<file path="config.mk">
export PLATFORM = sky130hd
export DESIGN_NAME = vector_store_serializer
export DESIGN_NICKNAME = d
export VERILOG_FILES = /design/src/rtl/asip_mem_pkg.sv /design/src/rtl/vector_store_serializer.sv
export SDC_FILE = /design/constraint.sdc
export NUM_CORES = 1
export LEC_CHECK = 0
export BUFFER_PORTS_ARGS = -buffer_cell sky130_fd_sc_hd__buf_4
export CAP_MARGIN = 20
export CORE_MARGIN = 1
export CORE_UTILIZATION = 45
export CTS_BUF_LIST = sky130_fd_sc_hd__clkbuf_16
export CTS_CLUSTER_SIZE = 12
export DETAILED_ROUTE_END_ITERATION = 10
export GPL_TIMING_DRIVEN = 0
export PLACE_DENSITY = 0.67
export SYNTH_ARGS = -nofsm -noshare
export SYNTH_HDL_FRONTEND = slang
export SYNTH_SLANG_ARGS = --single-unit
</file>
<file path="constraint.sdc">
create_clock -name clk -period 10 [get_ports clk]
set_input_delay 0.5 -clock clk [delete_from_list [all_inputs] [get_ports clk]]
set_output_delay 0.5 -clock clk [all_outputs]
set_load 0.02 [all_outputs]
</file>
<file path="src/rtl/asip_mem_pkg.sv">
// Shared definitions for the data-memory vector write path.
// Widths, beat count and the serializer state encoding.
package asip_mem_pkg;

    localparam int unsigned VEC_W     = 256;
    localparam int unsigned BEAT_W    = 64;
    localparam int unsigned NUM_BEATS = VEC_W / BEAT_W;
    localparam int unsigned ADDR_W    = 32;

    typedef enum logic [1:0] {
        ST_IDLE,
        ST_WRITE,
        ST_DONE
    } vss_state_t;

    typedef logic [$clog2(NUM_BEATS)-1:0] beat_idx_t;

endpackage

</file>
<file path="src/rtl/vector_store_serializer.sv">
// Splits one VALU result into BEAT_W-wide memory writes, one beat per cycle,
// honouring a per-beat mask and a memory stall. All outputs are registered.
module vector_store_serializer #(
    parameter int unsigned VEC_W       = asip_mem_pkg::VEC_W,
    parameter int unsigned BEAT_W      = asip_mem_pkg::BEAT_W,
    parameter int unsigned ADDR_W      = asip_mem_pkg::ADDR_W,
    parameter int unsigned ADDR_STRIDE = 1
) (
    input  logic                      clk,
    input  logic                      reset,
    input  logic                      req_valid,
    output logic                      req_ready,
    input  logic [ADDR_W-1:0]         req_addr,
    input  logic [VEC_W-1:0]          req_data,
    input  logic [VEC_W/BEAT_W-1:0]   req_mask,
    input  logic                      mem_stall,
    output logic [ADDR_W-1:0]         mem_address,
    output logic [BEAT_W-1:0]         mem_vector_data,
    output logic                      mem_write_en,
    output logic                      busy,
    output logic                      done
);

    import asip_mem_pkg::*;

    localparam int unsigned BEATS = VEC_W / BEAT_W;
    localparam int unsigned IDX_W = (BEATS > 1) ? $clog2(BEATS) : 1;
    localparam logic [IDX_W-1:0]  LAST_IDX = IDX_W'(BEATS - 1);
    localparam logic [ADDR_W-1:0] STRIDE   = ADDR_W'(ADDR_STRIDE);

    vss_state_t         state_q, state_d;
    logic [IDX_W-1:0]   idx_q, idx_d;
    logic [VEC_W-1:0]   data_q, data_d;
    logic [BEATS-1:0]   mask_q, mask_d;
    logic [ADDR_W-1:0]  addr_d;
    logic [BEAT_W-1:0]  vec_d;
    logic               we_d, busy_d, done_d, ready_d;

    always_ff @(posedge clk or posedge reset) begin
        if (reset) begin
            state_q         <= ST_IDLE;
            idx_q           <= '0;
            data_q          <= '0;
            mask_q          <= '0;
            mem_address     <= '0;
            mem_vector_data <= '0;
            mem_write_en    <= 1'b0;
            busy            <= 1'b0;
            done            <= 1'b0;
            req_ready       <= 1'b1;
        end else begin
            state_q         <= state_d;
            idx_q           <= idx_d;
            data_q          <= data_d;
            mask_q          <= mask_d;
            mem_address     <= addr_d;
            mem_vector_data <= vec_d;
            mem_write_en    <= we_d;
            busy            <= busy_d;
            done            <= done_d;
            req_ready       <= ready_d;
        end
    end

    // Next-cycle values of every registered output; anything not assigned holds.
    always_comb begin
        state_d = state_q;
        idx_d   = idx_q;
        data_d  = data_q;
        mask_d  = mask_q;
        addr_d  = mem_address;
        vec_d   = mem_vector_data;
        we_d    = mem_write_en;
        busy_d  = busy;
        ready_d = req_ready;
        done_d  = 1'b0;

        case (state_q)
            ST_IDLE: begin
                if (req_valid && req_ready) begin
                    data_d  = req_data;
                    mask_d  = req_mask;
                    idx_d   = '0;
                    ready_d = 1'b0;
                    if (req_mask != '0) begin
                        state_d = ST_WRITE;
                        addr_d  = req_addr;
                        vec_d   = req_data[BEAT_W-1:0];
                        we_d    = req_mask[0];
                        busy_d  = 1'b1;
                    end else begin
                        state_d = ST_DONE;
                        done_d  = 1'b1;
                    end
                end
            end

            ST_WRITE: begin
                // A stalled beat keeps every mem_* output frozen, masked beats included.
                if (!mem_stall) begin
                    if (idx_q == LAST_IDX) begin
                        state_d = ST_DONE;
                        we_d    = 1'b0;
                        busy_d  = 1'b0;
                        done_d  = 1'b1;
                    end else begin
                        idx_d  = idx_q + 1'b1;
                        addr_d = mem_address + STRIDE;
                        vec_d  = data_q[idx_d*BEAT_W +: BEAT_W];
                        we_d   = mask_q[idx_d];
                    end
                end
            end

            ST_DONE: begin
                state_d = ST_IDLE;
                ready_d = 1'b1;
            end

            default: begin
                state_d = ST_IDLE;
                we_d    = 1'b0;
                busy_d  = 1'b0;
                ready_d = 1'b1;
            end
        endcase
    end

endmodule

</file>
==> flow_summary_export.csv <==
group,metric,value,unit
cts,post_cts.resized_instances,0,
cells_and_area,layout_common_cells,"934 x sky130_fd_sc_hd__nand2_1, 401 x sky130_fd_sc_hd__buf_4, 363 x sky130_fd_sc_hd__dfrtp_1",
die,design.core.area,36500,µm²
sta,final-max-slew-violation-count,0,
die,starting_utilization_of_the_core_area,0.457,
worst_setup_path,reg2reg_slack,7.21,ns
worst_setup_path,cp_arrival,3.27,ns
worst_setup_path,worst_setup_path_startpoint,"req_ready",
sta,f_max,358,MHz
yosys,synthSimpleGateAreaFrac,0.255,
detailed_routing,routed_wl_per_cell,19.9,µm
sta,final-setup-viol-count,0,
sta,grt_setup_unrepaired,"false",
yosys,syn-mean-instance-area,9.16,µm²
sta,finalSetupTns,0,ns
sta,tightestPinTransition,0.960,ns
global_route,track_usage,0.296,
sta,finalWorstPathRequiredPeriod,2.79,ns
die,number_of_placement_rows,70,
yosys,syn-cell-area,16700,µm²
cts,htreeDepth,2,
yosys,synth_top_family_by_area,"simple AND/OR/NAND/NOR gates",
die,chipHeight,195,µm
detailed_routing,postRouteAntennaNets,0,
yosys,post_synthesis_share_of_cell_area_spent_on_xor_and_xnor_gates,0,
yosys,ys.flop_type,"sky130_fd_sc_hd__dfrtp_1",
cells_and_area,fillerInstances,3237,
worst_setup_path,required_time_at_the_endpoint_of_the_critical_path,10.47,ns
global_route,first_pass_grt_wire_length,85900,µm
sta,slew_headroom,0.360,
detailed_routing,vias_per_cell,5.35,
placement,global_placement_routability_congestion,0.929,
die,die_area,37900,µm²
cts,tritoncts_clock_tree,"built",
outcome,outcome,"complete, no violations",
placement,detailed_placement_hpwl,41500,µm
yosys,async_reset_ff_frac,1.00,
cells_and_area,post_route_cells_drive_above_1_share,0.260,
worst_setup_path,path_class,"reg2reg",
worst_setup_path,r2r_start,"req_ready",
worst_setup_path,crit_path_max_fanout,10,
global_route,grt_start_max_net_pins,43,
cts,cts_buffers,41,
yosys,yosys-top-cells-area,"sky130_fd_sc_hd__dfrtp_1 54%, sky130_fd_sc_hd__nand2_1 21%, sky130_fd_sc_hd__mux4_2 8.8%",
cells_and_area,area_growth_syn_to_layout,30.4,%
hold_path,min_path_type,"in2reg",
cts,clock_tree.root_cell,"sky130_fd_sc_hd__clkbuf_16",
yosys,synth_sequential_area_ratio,0.545,
power_and_ir_drop,vdd_ir_drop_max,0.145,mV
cells_and_area,most_frequent_standard_cell_in_the_layout_excluding_fill_and_tap_cells,"sky130_fd_sc_hd__nand2_1",
cts,clock_latency,0.55,ns
yosys,synth_enable_flop_cells,0,
yosys,syn_inst,1823,
hold_path,worst_hold_start,"req_data[118]",
detailed_routing,drc_violations_left,0,
global_route,antenna_found_initial,14,
yosys,syn_nets,2121,
worst_setup_path,worst_setup_path_endpoint,"data_q[177]",
yosys,ys_ff_latch,364,
cts,cts_setup_buffers,0,
yosys,synthMuxAreaShare,0.0883,
yosys,synth-compound-area-share,0.0694,
cts,cts_hold_buf,1,
yosys,distinct_cells_synth,57,
cts,ctsLongestPathBuffers,3,
yosys,post_synth_fa_ha_maj_area_fraction,0.00150,
sta,finalClockSkew,0.0125,ns
die,io-pin-count,396,
sta,timing_hold_violations_final,0,
power_and_ir_drop,p_leak,10.9,nW
cts,tritoncts_num_sinks,364,
worst_setup_path,critical_path.startpoint_type,"flip-flop",
yosys,synthDominantAreaCellType,"sky130_fd_sc_hd__dfrtp_1",
global_route,first_global_vias,14900,
sta,final_worst_path_setup_slack,7.21,ns
die,die_width,195,µm
placement,portBuffers,395,
global_route,grt_ovf,0,
detailed_routing,detail_route.first_pass.iterations,5,
placement,place_worst_setup_slack,7.14,ns
worst_setup_path,critPathCaptureType,"flip-flop",
detailed_routing,routed_wirelength,55400,µm
cells_and_area,finalNetCount,2570,
yosys,ys.warnings.count,0,
sta,min_period_over_period,0.279,
cts,cts.clk_slew.worst_paths,0.06,ns
power_and_ir_drop,p_per_area,334,nW/µm²
detailed_routing,drtIter0Drc,949,
run,max_cap_viol_count,0,
worst_setup_path,reg2reg_to,"data_q[177]",
yosys,synth.top_cell.area_share,0.544,
worst_setup_path,reg2reg_depth,6,
detailed_routing,vias,14900,
==> cell usage after synthesis, types with 2 or more instances <==
| library cell | count |
|---|---|
| sky130_fd_sc_hd__a211oi_1 | 4 |
| sky130_fd_sc_hd__a21o_1 | 2 |
| sky130_fd_sc_hd__a21oi_1 | 43 |
| sky130_fd_sc_hd__a22oi_1 | 2 |
| sky130_fd_sc_hd__a2bb2oi_2 | 2 |
| sky130_fd_sc_hd__a311oi_1 | 4 |
| sky130_fd_sc_hd__a31o_2 | 2 |
| sky130_fd_sc_hd__a31oi_1 | 68 |
| sky130_fd_sc_hd__a31oi_2 | 2 |
| sky130_fd_sc_hd__and2_1 | 2 |
| sky130_fd_sc_hd__and3_1 | 7 |
| sky130_fd_sc_hd__and4_1 | 5 |
| sky130_fd_sc_hd__buf_1 | 4 |
| sky130_fd_sc_hd__buf_2 | 32 |
| sky130_fd_sc_hd__buf_4 | 6 |
| sky130_fd_sc_hd__buf_6 | 16 |
| sky130_fd_sc_hd__clkbuf_1 | 66 |
| sky130_fd_sc_hd__dfrtp_1 | 363 |
| sky130_fd_sc_hd__ha_1 | 2 |
| sky130_fd_sc_hd__inv_1 | 8 |
| sky130_fd_sc_hd__mux4_2 | 65 |
| sky130_fd_sc_hd__nand2_1 | 934 |
| sky130_fd_sc_hd__nand3_1 | 13 |
| sky130_fd_sc_hd__nand4_1 | 4 |
| sky130_fd_sc_hd__nor2_1 | 80 |
| sky130_fd_sc_hd__nor2_2 | 2 |
| sky130_fd_sc_hd__nor2b_1 | 2 |
| sky130_fd_sc_hd__nor4_1 | 6 |
| sky130_fd_sc_hd__o21ai_0 | 25 |
| sky130_fd_sc_hd__o22a_1 | 2 |
| sky130_fd_sc_hd__o22ai_1 | 11 |
| sky130_fd_sc_hd__o31ai_1 | 5 |
| sky130_fd_sc_hd__o32ai_1 | 3 |
| sky130_fd_sc_hd__or3_1 | 6 |
| sky130_fd_sc_hd__or4_1 | 3 |
==> metal layers <==
layer / track usage / vias up / part of all wire
li1: - / 6932 / -
met1: 0.395 / 7178 / 0.41
met2: 0.468 / 607 / 0.47
met3: 0.0595 / 147 / 0.072
met4: 0.137 / 8 / 0.046
met5: 0 / - / 0.00094
==> flip-flops by register name, indices dropped and copies added (netlist names) <==
name             flops
data_q             256
mem_vector_data     64
mem_address         32
mask_q               4
idx_q                2
state_q              2
busy                 1
done                 1
mem_write_en         1
req_ready            1
==> metrics by stage <==
stage	area [µm²]	util	std cells	power, mW	hold WS, ns
floorplan	16700	-	1823	4.66	0.440
global placement	20300	0.555	2686	5.75	0.452
detailed placement	20500	0.560	2696	5.84	0.459
CTS	21700	0.595	2769	7.31	0.123
global route	21800	0.596	2776	7.74	0.141
finish	21800	0.596	2779	7.28	0.145
==> critical path, cell delays in order (launching register included) <==
cell                       delay [ns]
sky130_fd_sc_hd__dfstp_2         0.59
sky130_fd_sc_hd__and4bb_2        0.29
sky130_fd_sc_hd__buf_2           0.39
sky130_fd_sc_hd__clkbuf_1        0.77
sky130_fd_sc_hd__clkbuf_1        0.47
sky130_fd_sc_hd__nand2_1         0.12
sky130_fd_sc_hd__nand2_1         0.08
==> worst min-delay path by stage <==
| stage | slack [ns] | end | cells past startpoint |
|---|---|---|---|
| 2_1_floorplan | 0.44 | data_q[192] | 2 |
| 3_3_place_gp | 0.45 | data_q[69] | 2 |
| 3_5_place_dp | 0.46 | data_q[68] | 2 |
| 4_1_cts | 0.12 | data_q[118] | 3 |
| 5_1_grt | 0.14 | data_q[118] | 3 |
| 6_report | 0.14 | data_q[118] | 3 |
==> where the power goes <==
part / internal (mW) / switching [mW] / total, mW
Sequential: 2.17 / 0.475 / 2.64
Combinational: 1.38 / 1.80 / 3.18
Clock: 0.851 / 0.604 / 1.45
Total: 4.40 / 2.88 / 7.28
==> cell families (layout without fill, tap and decap cells) <==
family | after synthesis | count (layout)
buffers and inverters | 132 | 610
AND/OR/NAND/NOR | 1076 | 1076
other | 0 | 10
flip-flops | 364 | 364
AO/OA/AOI/OAI | 183 | 183
adder cells (fa/ha/maj) | 2 | 2
multiplexers | 66 | 66
==> cell type report <==
class | count | area (µm²) | area share
multi-input combinational | 1327 | 6910 | 0.318
clock inverter | 29 | 204 | 0.00937
buffer | 124 | 648 | 0.0298
sequential | 364 | 9110 | 0.418
clock buffer | 43 | 1080 | 0.0494
inverter | 8 | 33.8 | 0.00155
antenna | 10 | 25.0 | 0.00115
tap | 468 | 586 | 0.0269
timing repair buffer | 406 | 3180 | 0.146
No activity file was read; power rests on OpenSTA's default activity.
